`src/rtl/enemy_action_gen_pkg.sv`:
```
// Shared types and LFSR helpers for the enemy
// action generator.
package enemy_pkg;

  typedef enum logic [1:0] {
    IDLE,
    DRAW,
    CHECK,
    DONE
  } state_t;

  typedef enum logic [1:0] {
    MODE_LFSR   = 2'd0,
    MODE_LEGACY = 2'd1,
    MODE_MIXED  = 2'd2
  } mode_t;

  localparam logic [31:0] DEFAULT_SEED = 32'h0000_ACE1;

  // Tap mask, bit n-1 set for tap n.
  function automatic logic [31:0] lfsr_taps(
    input int width
  );
    logic [31:0] t;
    unique case (width)
      8:       t = 32'h0000_00B8;
      32:      t = 32'h8020_0003;
      default: t = 32'h0000_B400;
    endcase
    return t;
  endfunction

  // One Fibonacci shift-left step.
  function automatic logic [31:0] lfsr_next(
    input logic [31:0] q,
    input int          width
  );
    logic [31:0] msk;
    logic        fb;
    if (width >= 32) msk = '1;
    else msk = (32'd1 << width) - 32'd1;
    fb = ^(q & lfsr_taps(width));
    return ((q << 1) | {31'd0, fb}) & msk;
  endfunction

endpackage

```
`src/rtl/enemy_action_gen_if.sv`:
```
// Request/result bundle between game state
// and the enemy action generator.
interface enemy_action_gen_if #(
  parameter int LFSR_W      = 16,
  parameter int DATA_W      = 8,
  parameter int NUM_ACTIONS = 3
);
  localparam int ACT_W =
    (NUM_ACTIONS > 2) ? $clog2(NUM_ACTIONS) : 1;

  logic                   trigger;
  logic [1:0]             mode;
  logic [DATA_W-1:0]      ammo;
  logic [DATA_W-1:0]      tm;
  logic [NUM_ACTIONS-1:0] action_mask;
  logic                   seed_load;
  logic [LFSR_W-1:0]      seed_in;
  logic                   busy;
  logic                   valid;
  logic [ACT_W-1:0]       action;
  logic                   fallback;

  modport master (
    output trigger, mode, ammo, tm,
    output action_mask, seed_load, seed_in,
    input  busy, valid, action, fallback
  );

  modport slave (
    input  trigger, mode, ammo, tm,
    input  action_mask, seed_load, seed_in,
    output busy, valid, action, fallback
  );

endinterface

```
`src/rtl/enemy_action_gen_lfsr.sv`:
```
// Seedable Fibonacci LFSR; a zero load value
// is replaced by SEED so the state never locks.
module lfsr_core
  import enemy_pkg::*;
#(
  parameter int           W    = 16,
  parameter logic [W-1:0] SEED = W'(DEFAULT_SEED)
) (
  input  logic         clk,
  input  logic         reset,
  input  logic         step,
  input  logic         load,
  input  logic [W-1:0] load_val,
  output logic [W-1:0] q
);

  logic [W-1:0] q_q;
  logic [W-1:0] q_d;

  // Load wins over step; hold otherwise.
  always_comb begin
    q_d = q_q;
    if (load) begin
      q_d = (load_val == '0) ? SEED : load_val;
    end else if (step) begin
      q_d = W'(lfsr_next(32'(q_q), W));
    end
  end

  // State register.
  always_ff @(posedge clk) begin
    if (reset) q_q <= SEED;
    else       q_q <= q_d;
  end

  assign q = q_q;

endmodule

```
`src/rtl/enemy_action_gen.sv`:
```
// Enemy action picker: LFSR / mixed draws with
// mask rejection, plus deterministic legacy mode.
module enemy_action_gen
  import enemy_pkg::*;
#(
  parameter int LFSR_W      = 16,
  parameter int DATA_W      = 8,
  parameter int NUM_ACTIONS = 3,
  parameter int MAX_TRIES   = 8,
  parameter logic [LFSR_W-1:0] SEED =
    LFSR_W'(DEFAULT_SEED)
) (
  input logic               clk,
  input logic               reset,
  enemy_action_gen_if.slave bus
);

  localparam int ACT_W =
    (NUM_ACTIONS > 2) ? $clog2(NUM_ACTIONS) : 1;
  localparam int CAND_W = ACT_W;
  localparam int MSK_W  = 1 << ACT_W;
  localparam int XW =
    (LFSR_W > DATA_W) ? LFSR_W : DATA_W;
  localparam int TRY_W = $clog2(MAX_TRIES + 1);

  state_t                 state_q, state_d;
  mode_t                  mode_q, mode_d;
  mode_t                  mode_in;
  logic [DATA_W-1:0]      ammo_q, ammo_d;
  logic [DATA_W-1:0]      tm_q, tm_d;
  logic [NUM_ACTIONS-1:0] mask_q, mask_d;
  logic [TRY_W-1:0]       tries_q, tries_d;
  logic [CAND_W-1:0]      cand_q, cand_d;
  logic [ACT_W-1:0]       action_q, action_d;
  logic                   fallback_q, fallback_d;

  logic              lfsr_step;
  logic              lfsr_load;
  logic [LFSR_W-1:0] lfsr_q;
  logic [LFSR_W-1:0] lfsr_nx;

  logic [XW-1:0]     mix;
  logic [DATA_W:0]   leg_sum;
  logic [DATA_W:0]   leg_mod;
  logic [CAND_W-1:0] draw_cand;
  logic [MSK_W-1:0]  mask_ext;
  logic              cand_ok;
  logic [ACT_W-1:0]  low_idx;

  lfsr_core #(
    .W    (LFSR_W),
    .SEED (SEED)
  ) u_lfsr (
    .clk      (clk),
    .reset    (reset),
    .step     (lfsr_step),
    .load     (lfsr_load),
    .load_val (bus.seed_in),
    .q        (lfsr_q)
  );

  // Reserved mode code folds onto plain LFSR.
  always_comb begin
    mode_in = MODE_LFSR;
    unique case (1'b1)
      (bus.mode == 2'd1): mode_in = MODE_LEGACY;
      (bus.mode == 2'd2): mode_in = MODE_MIXED;
      default:            mode_in = MODE_LFSR;
    endcase
  end

  // Candidate from the post-step LFSR value
  // or the legacy arithmetic.
  always_comb begin
    lfsr_nx =
      LFSR_W'(lfsr_next(32'(lfsr_q), LFSR_W));
    mix = XW'(lfsr_nx) ^ XW'(ammo_q)
        ^ XW'(tm_q);
    leg_sum = {1'b0, ammo_q >> 1}
            + {1'b0, tm_q / DATA_W'(3)};
    leg_mod = leg_sum % (DATA_W+1)'(NUM_ACTIONS);
    unique case (1'b1)
      (mode_q == MODE_LEGACY):
        draw_cand = CAND_W'(leg_mod);
      (mode_q == MODE_MIXED):
        draw_cand = mix[CAND_W-1:0];
      default:
        draw_cand = lfsr_nx[CAND_W-1:0];
    endcase
  end

  // Range and mask check; out-of-range indices
  // see the zero padding of mask_ext.
  always_comb begin
    mask_ext = MSK_W'(mask_q);
    cand_ok  =
      ({1'b0, cand_q} < (CAND_W+1)'(NUM_ACTIONS))
      && mask_ext[cand_q];
  end

  // Lowest set mask bit, 0 when mask is empty.
  always_comb begin
    low_idx = '0;
    for (int i = NUM_ACTIONS - 1; i >= 0; i--) begin
      if (mask_q[i]) low_idx = ACT_W'(i);
    end
  end

  // Next state and datapath updates.
  always_comb begin
    state_d    = state_q;
    mode_d     = mode_q;
    ammo_d     = ammo_q;
    tm_d       = tm_q;
    mask_d     = mask_q;
    tries_d    = tries_q;
    cand_d     = cand_q;
    action_d   = action_q;
    fallback_d = fallback_q;
    lfsr_step  = 1'b0;
    lfsr_load  = 1'b0;
    unique case (state_q)
      IDLE: begin
        if (bus.seed_load) begin
          lfsr_load = 1'b1;
        end else if (bus.trigger) begin
          mode_d  = mode_in;
          ammo_d  = bus.ammo;
          tm_d    = bus.tm;
          mask_d  = bus.action_mask;
          tries_d = '0;
          state_d = DRAW;
        end
      end
      DRAW: begin
        lfsr_step = (mode_q != MODE_LEGACY);
        cand_d    = draw_cand;
        tries_d   = tries_q + TRY_W'(1);
        state_d   = CHECK;
      end
      CHECK: begin
        if (cand_ok) begin
          action_d   = cand_q;
          fallback_d = 1'b0;
          state_d    = DONE;
        end else if (
          tries_q < TRY_W'(MAX_TRIES)
          && mode_q != MODE_LEGACY
        ) begin
          state_d = DRAW;
        end else begin
          action_d   = low_idx;
          fallback_d = 1'b1;
          state_d    = DONE;
        end
      end
      DONE: begin
        state_d = IDLE;
      end
      default: begin
        state_d = IDLE;
      end
    endcase
  end

  // Registers with synchronous reset.
  always_ff @(posedge clk) begin
    if (reset) begin
      state_q    <= IDLE;
      mode_q     <= MODE_LFSR;
      ammo_q     <= '0;
      tm_q       <= '0;
      mask_q     <= '0;
      tries_q    <= '0;
      cand_q     <= '0;
      action_q   <= '0;
      fallback_q <= 1'b0;
    end else begin
      state_q    <= state_d;
      mode_q     <= mode_d;
      ammo_q     <= ammo_d;
      tm_q       <= tm_d;
      mask_q     <= mask_d;
      tries_q    <= tries_d;
      cand_q     <= cand_d;
      action_q   <= action_d;
      fallback_q <= fallback_d;
    end
  end

  assign bus.busy     = (state_q != IDLE);
  assign bus.valid    = (state_q == DONE);
  assign bus.action   = action_q;
  assign bus.fallback = fallback_q;

endmodule

```
`src/flat_wrapper.sv`:
```
// flat-port wrapper written by rule: the top's interface ports become plain ports
module enemy_action_gen_flat import enemy_pkg::*;
#(
  parameter int LFSR_W      = 16,
  parameter int DATA_W      = 8,
  parameter int NUM_ACTIONS = 3,
  parameter int MAX_TRIES   = 8,
  parameter logic [LFSR_W-1:0] SEED =
    LFSR_W'(DEFAULT_SEED)
)
  (clk, reset, bus_trigger, bus_mode, bus_ammo, bus_tm, bus_action_mask, bus_seed_load, bus_seed_in, bus_busy, bus_valid, bus_action, bus_fallback);
  enemy_action_gen_if #(.LFSR_W(LFSR_W), .DATA_W(DATA_W), .NUM_ACTIONS(NUM_ACTIONS)) bus_i ();
  input logic clk;
  input logic reset;
  input wire logic [$bits(bus_i.trigger)-1:0] bus_trigger;
  input wire logic [$bits(bus_i.mode)-1:0] bus_mode;
  input wire logic [$bits(bus_i.ammo)-1:0] bus_ammo;
  input wire logic [$bits(bus_i.tm)-1:0] bus_tm;
  input wire logic [$bits(bus_i.action_mask)-1:0] bus_action_mask;
  input wire logic [$bits(bus_i.seed_load)-1:0] bus_seed_load;
  input wire logic [$bits(bus_i.seed_in)-1:0] bus_seed_in;
  output wire logic [$bits(bus_i.busy)-1:0] bus_busy;
  output wire logic [$bits(bus_i.valid)-1:0] bus_valid;
  output wire logic [$bits(bus_i.action)-1:0] bus_action;
  output wire logic [$bits(bus_i.fallback)-1:0] bus_fallback;
  assign bus_i.trigger = bus_trigger;
  assign bus_i.mode = bus_mode;
  assign bus_i.ammo = bus_ammo;
  assign bus_i.tm = bus_tm;
  assign bus_i.action_mask = bus_action_mask;
  assign bus_i.seed_load = bus_seed_load;
  assign bus_i.seed_in = bus_seed_in;
  assign bus_busy = bus_i.busy;
  assign bus_valid = bus_i.valid;
  assign bus_action = bus_i.action;
  assign bus_fallback = bus_i.fallback;
  enemy_action_gen #(.LFSR_W(LFSR_W), .DATA_W(DATA_W), .NUM_ACTIONS(NUM_ACTIONS), .MAX_TRIES(MAX_TRIES), .SEED(SEED)) u_core (.clk(clk), .reset(reset), .bus(bus_i));
endmodule
```
`config.mk`:
```
export PLATFORM = sky130hd
export DESIGN_NAME = enemy_action_gen_flat
export DESIGN_NICKNAME = d
export VERILOG_FILES = /design/src/rtl/enemy_action_gen_pkg.sv /design/src/rtl/enemy_action_gen_if.sv /design/src/rtl/enemy_action_gen_lfsr.sv /design/src/rtl/enemy_action_gen.sv /design/src/flat_wrapper.sv
export SDC_FILE = /design/constraint.sdc
export NUM_CORES = 1
export LEC_CHECK = 0
export ABC_CLOCK_PERIOD_IN_PS = 15330
export BUFFER_PORTS_ARGS = -buffer_cell sky130_fd_sc_hd__buf_4
export CORE_MARGIN = 4
export CORE_UTILIZATION = 25
export CTS_CLUSTER_DIAMETER = 50
export DETAILED_ROUTE_END_ITERATION = 12
export PLACE_DENSITY = 0.48
export SLEW_MARGIN = 20
export SYNTH_ARGS = -nofsm -noshare
export SYNTH_HDL_FRONTEND = slang
export SYNTH_SLANG_ARGS = --single-unit
```
`constraint.sdc`:
```
create_clock -name clk -period 15.33 [get_ports clk]
set_clock_uncertainty 0.05 [all_clocks]
set_input_delay 0 -clock clk [delete_from_list [all_inputs] [get_ports clk]]
set_output_delay 0 -clock clk [all_outputs]
set_load 0.1 [all_outputs]
```
======== Word level (Yosys, flattened, before mapping) ========
Index checks and enable logic that the tools add are counted.
operators by class
  equality and inequality tests ........... 11
  $add $sub $neg .......................... 2
  magnitude comparators ................... 3
  divide/modulo/power cells ............... 2
  bitwise operators ....................... 7
  $mul .................................... 0
  shift-type cells ........................ 0
  muxes and demuxes ....................... 29
  reduce and logical (&&, ||, !) cells .... 13
operators with widths
  kind                                                  number
  2-to-1 mux 16 bit                                     5
  2-to-1 mux 32 bit                                     2
  XOR reduction 32 bit                                  2
  AND 16 x 32 -> 32 bit                                 1
  2-to-1 mux 2 bit                                      9
  AND 16 bit                                            1
  zero test 16 bit                                      1
  bitwise OR 16 x 1 -> 16 bit                           1
  adder 7 x 8 -> 9 bit                                  1
  remainder unit 9 x 2 -> 9 bit, second input constant  1
  divider 8 x 2 -> 8 bit, second input constant         1
  equality test 2 bit, second input constant            4
  2-to-1 mux 4 bit                                      2
  case mux 2 bit (2 select lines)                       2
  case mux 2 bit (4 select lines)                       1
  case mux 4 bit (2 select lines)                       1
  equality test 2 x 1 -> 1 bit, second input constant   3
  2-to-1 mux 1 bit                                      6
  AND reduction 3 bit                                   2
  nonzero test 2 bit                                    3
  adder 4 x 1 -> 4 bit, second input constant           1
  < comparator 4 bit, second input constant             1
  != test 2 x 1 -> 1 bit, second input constant         2
  != test 2 bit, second input constant                  2
  9 further kinds                                       12
storage, ports and cells
  memories ................................ 0
  output and inout bits ................... 5
  input port bits ......................... 41
  register bits ........................... 48
  word-level logic and storage cells ...... 77
  memory bits (writable) .................. 0
  memory bits (read-only) ................. 0
  latch bits .............................. 0

======== Logic depth before layout (Yosys ltp) ========
  word-level depth ........................ 10
  gate-level depth with buffers ........... 40
  mapped depth without buffers ............ 39

======== By module ========
Synthesis repeated with hierarchy kept, for this count alone.
second synthesis, totals
  cells, all modules ...................... 556
  area total of the unflattened synthesis .. 4,265.3 µm²
by module, submodules not included
  module            area each (µm²)  times used  seq. area each (µm²)  cells each
  enemy_action_gen  3,455.8          1           640.6                 469
  lfsr_core         809.5            1           320.3                 87

======== Least setup slack after synthesis ========
Ideal clock, no wire load.
  kind .................................... reg2reg
  start ................................... reg u_core.tm_q[7]
  end ..................................... reg u_core.cand_q[1]
  path buffers ............................ 1
  data required time ...................... 15.193 ns
  stages on the path, launching flop included .. 39
  clock period less this slack ............ 7.953 ns
  slack ................................... 7.377 ns
  data arrival time ....................... 7.816 ns
  setup time .............................. 0.087 ns
  cell sequence ........................... dfxtp_1 clkbuf_1 and2_1 o221a_2 a31oi_1 o21ai_0 a221o_1 xnor2_1 ha_1 o21ai_0 o21ai_0 nor3_1 a21oi_1 ha_1 inv_1 fa_1 nand2b_2 a21oi_2 [3 not listed] ha_1 or4b_2 o211ai_2 nand2b_1 nand4_4 or3_1 a32oi_2 nand3_2 nand2b_1 xnor2_1 ha_1 inv_1 a31oi_1 o32ai_1 o211ai_1 o22a_1 o31a_1 o31ai_1
on the way
  cells in the longest elaborated chain, start to end .. 4
RTL lines
  element                          line                     text
  start: declaration               enemy_action_gen.sv:30   logic [DATA_W-1:0] tm_q, tm_d;
  start signal: assignment         enemy_action_gen.sv:182  tm_q <= tm_d;
  divider 8 x 2 -> 8 bit           enemy_action_gen.sv:80   + {1'b0, tm_q / DATA_W'(3)};
  adder 7 x 8 -> 9 bit             enemy_action_gen.sv:80
  remainder unit 9 x 2 -> 9 bit    enemy_action_gen.sv:81   leg_mod = leg_sum % (DATA_W+1)'(NUM_ACTIONS);
  case mux 2 bit (2 select lines)  enemy_action_gen.sv:82   unique case (1'b1)
  end signal: assignment           enemy_action_gen.sv:185  cand_q <= cand_d;
  end: declaration                 enemy_action_gen.sv:33   logic [CAND_W-1:0] cand_q, cand_d;
Every way passes these cells.
A chain may end at the register's enable or synchronous reset.

======== Worst setup path after layout ========
  start ................................... reg u_core.tm_q[2]
  end ..................................... reg u_core.cand_q[1]
Same word-level chain as after synthesis.

==> metrics <==
crit path from u_core.tm_q[2]; number of remaining DRC errors 0; CP Class flop to flop; Reg2Reg Depth 36; Clock Tree Root clkbuf_16; Reg-to-Reg End u_core.cand_q[1]; max_cap viols 0; post-synthesis mux area share 4.97%; Worst path slowest cell or4b_2; I/O pins 46; Startpoint Class flop; final setup fails 0; Post-DRT Antenna Nets 0; Rel. slew slack 38.9%; Clk pin slew, worst setup/hold paths 70 ps; Yosys cell types 93; hold crit path type primary input to flop; CP Capture Type flop; Critical Path End u_core.cand_q[1]; Die Y-Extent around 140 um; Vias/cell 5.21; H-tree depth 2; initial antenna violation count 0; postcts setup bufs 0; Placement Cell Area 0.00472 mm^2; final period utilization 59.1%; Syn-to-layout area delta 24.1%; R2R setup slack roughly 6300 ps; Clock Path Buffers 2; Power Density 82.3 mW/mm^2; post-DP HPWL 8720 um; outcome completed; TritonCTS clock tree done; DR pass1 iterations 5; Slew @ Worst Pin a little over 900 ps; Die ar. roughly 0.019 mm^2; Syn Nets 607; Seq/Total Area, Yosys around 23%; Ys Warns 0; via count 4,353; setup_tns 0 ps; RSZ-0062 raised after global routing no; crit path DAT 9220 ps; largest family of logic cells by synthesized area compound AO/OA/AOI/OAI gates; Leak 1.94 nW; CTS Buf Count 5; synth top area cells dfxtp_1 23%, nand2_1 7.4%, a21oi_1 5.1%; final instance area roughly 0.0053 mm^2; fin nets between 600 and 700; vias in the first global route ~4,200; EDFF count, synth 0; clock latency at the later pin of the worst-skew pair 290 ps; min cycle time layout 9060 ps; num rows 47; number of diodes 0; Hold WS 2.46 ps; initial DRC count 347; first-pass GRT wire length 20,000 um; # port buffers 45; Die Span X 138 um; most used cell, CP ha_1; most used flip-flop cell after synthesis dfxtp_1; fmax 0.110 GHz; Max Slew Vio Count 0; Compound-Gate Fraction of Synth Area 34.1%; Req. time, crit path between 15,000 and 20,000 ps; post-synthesis cell count 551; drt wl/cell approximately 14 um; fin cells 836; Hold Vio Cnt, Final 0; Post-Syn Area around 0.0042 mm^2; global route overflow 0; Max stage delay on crit path approximately 670 ps; fin util 31.7%; Syn Area/Cell 7.68 um^2; Post-synth ARST share 0%; Synth area leader dfxtp_1; worst vdd ir 0.0000493 V; Worst R2R Start u_core.tm_q[2]; largest net degree at the start of global routing 42; Initial Util 25.5%; core area 0.0166 mm^2; GPL Wtd Cong between 0.8 and 0.9; CTS Sinks 48; post-synth top area share 22.7%; final wirelength 11,900 um; All-Layer GR Usage 12.1%; Synth Area in Adders 4.61%; placed cell count between 700 and 800; layout cells sized above 1 15.4%; simple-gate share of the synthesized area 24.5%; Post-Synth XOR/XNOR Area 4.14%; crit-path max FO 18; flops & latches, synth 48
[power breakdown]
part           switching [W]  internal (W)  total, W
clock              0.0000477     0.0000644  0.000112
sequential        0.00000767      0.000132  0.000140
combinational       0.000104     0.0000763  0.000180
total               0.000159      0.000273  0.000432
[cell type report]
type,count,area (um^2)
Multi-Input combinational cell,456,3060
Tap cell,220,275
Clock inverter,1,8.76
Clock buffer,6,139
Inverter,20,75.1
Sequential cell,48,961
Fill cell,1765,11300
Timing Repair Buffer,85,733
[worst min path at each step]
stage / endpoint / depth (start not counted) / slack (ps) / from
final: u_core.u_lfsr.q[1] / 3 / 2 / bus_seed_in[1]
after CTS: u_core.u_lfsr.q[1] / 3 / 8 / bus_seed_in[1]
after detailed placement: u_core.u_lfsr.q[7] / 3 / 210 / bus_seed_in[7]
after floorplan: u_core.ammo_q[3] / 2 / 90 / bus_ammo[3]
after global placement: u_core.mask_q[1] / 3 / 200 / bus_action_mask[1]
after global routing: u_core.u_lfsr.q[1] / 3 / 40 / bus_seed_in[1]
[through the flow]
stage | setup slack, ps | total power (W)
finish | 6270 | 0.000432
global route | 5360 | 0.000462
CTS | 6300 | 0.000436
detailed placement | 6350 | 0.000314
global placement | 6620 | 0.000313
floorplan | 7380 | 0.000274
[cells by family after synthesis]
family	Yosys count
xor gates and xnor gates	17
adders and majority gates	15
muxes	20
DFF	48
and+or+nand+nor	213
AOI/OAI and AO/OA	191
buffers and inverters	47
[cells in the final DEF (no fill, tap or decap), drive strengths merged, types with 3 or more instances in the layout]
master       count
a31o             3
nand4            4
o21ai           22
xor2             6
o2111ai          5
a32oi            7
nor4             8
a31oi           12
inv             20
mux2             8
clkbuf           6
or2              4
nor2b            9
o31ai            7
nand2b          14
o211ai          13
a21o             5
nor3            13
a211oi          15
nand2           83
a21oi           45
nand3b           3
mux2i           12
or3              3
dlygate4sd3     38
o311ai           3
nor4b            3
dfxtp           48
o31a             6
nand3            8
buf             47
xnor2           11
o22ai           14
and2             5
ha              14
a211o            6
nor2            48
[registers in the layout, summed over array words and instances, names as in the netlist]
name and flops:
u_core.ammo_q 8, u_core.bus.action 2, u_core.bus.fallback 1, u_core.cand_q 2, u_core.mask_q 3, u_core.mode_q 2
u_core.state_q 2, u_core.tm_q 8, u_core.tries_q 4, u_core.u_lfsr.q 16
[critical path, delay by kind of cell, from the launching register on]
family	cells	cell delay, ps
buf+inv	3	570
xor+xnor	1	170
compound gates	19	4180
simple gates	8	2130
fa+ha+maj	5	1510
flops	1	370
[cells in the mapped netlist, types with 3 or more instances]
cell and n:
xnor2_1 11, nor3_1 13, nor2_1 48, mux2i_1 12, nor2b_1 9, o22ai_1 14, o31ai_1 6, nand2_1 83
and2_1 5, nand2b_1 13, nor4_1 8, a32oi_1 5, o31a_1 5, a21oi_1 43, nand3_1 7, a211oi_1 14
a211o_1 5, a31oi_1 10, nand4_1 3, or3_1 3, o211ai_1 11, inv_1 19, o21ai_0 21, xor2_1 4
ha_1 14, a21o_1 4, nor4b_1 3, o2111ai_1 4, dfxtp_1 48, mux2_2 8, clkbuf_1 18
[routing by layer]
metal,share of wire [%],track usage [%],vias up
li1,-,-,2201
met3,3.9,1.97,8
met4,0.75,2.18,0
met5,0,0,-
met2,47,20.0,112
met1,48,16.8,2032
[what timing repair did]
| action | 4_1_cts | 5_1_grt |
|---|---|---|
| hold buffers | 38 | 0 |
| resized for setup | 0 | 0 |
| endpoints found under the hold margin | 37 | 0 |
(Power assumes the default switching activity.)
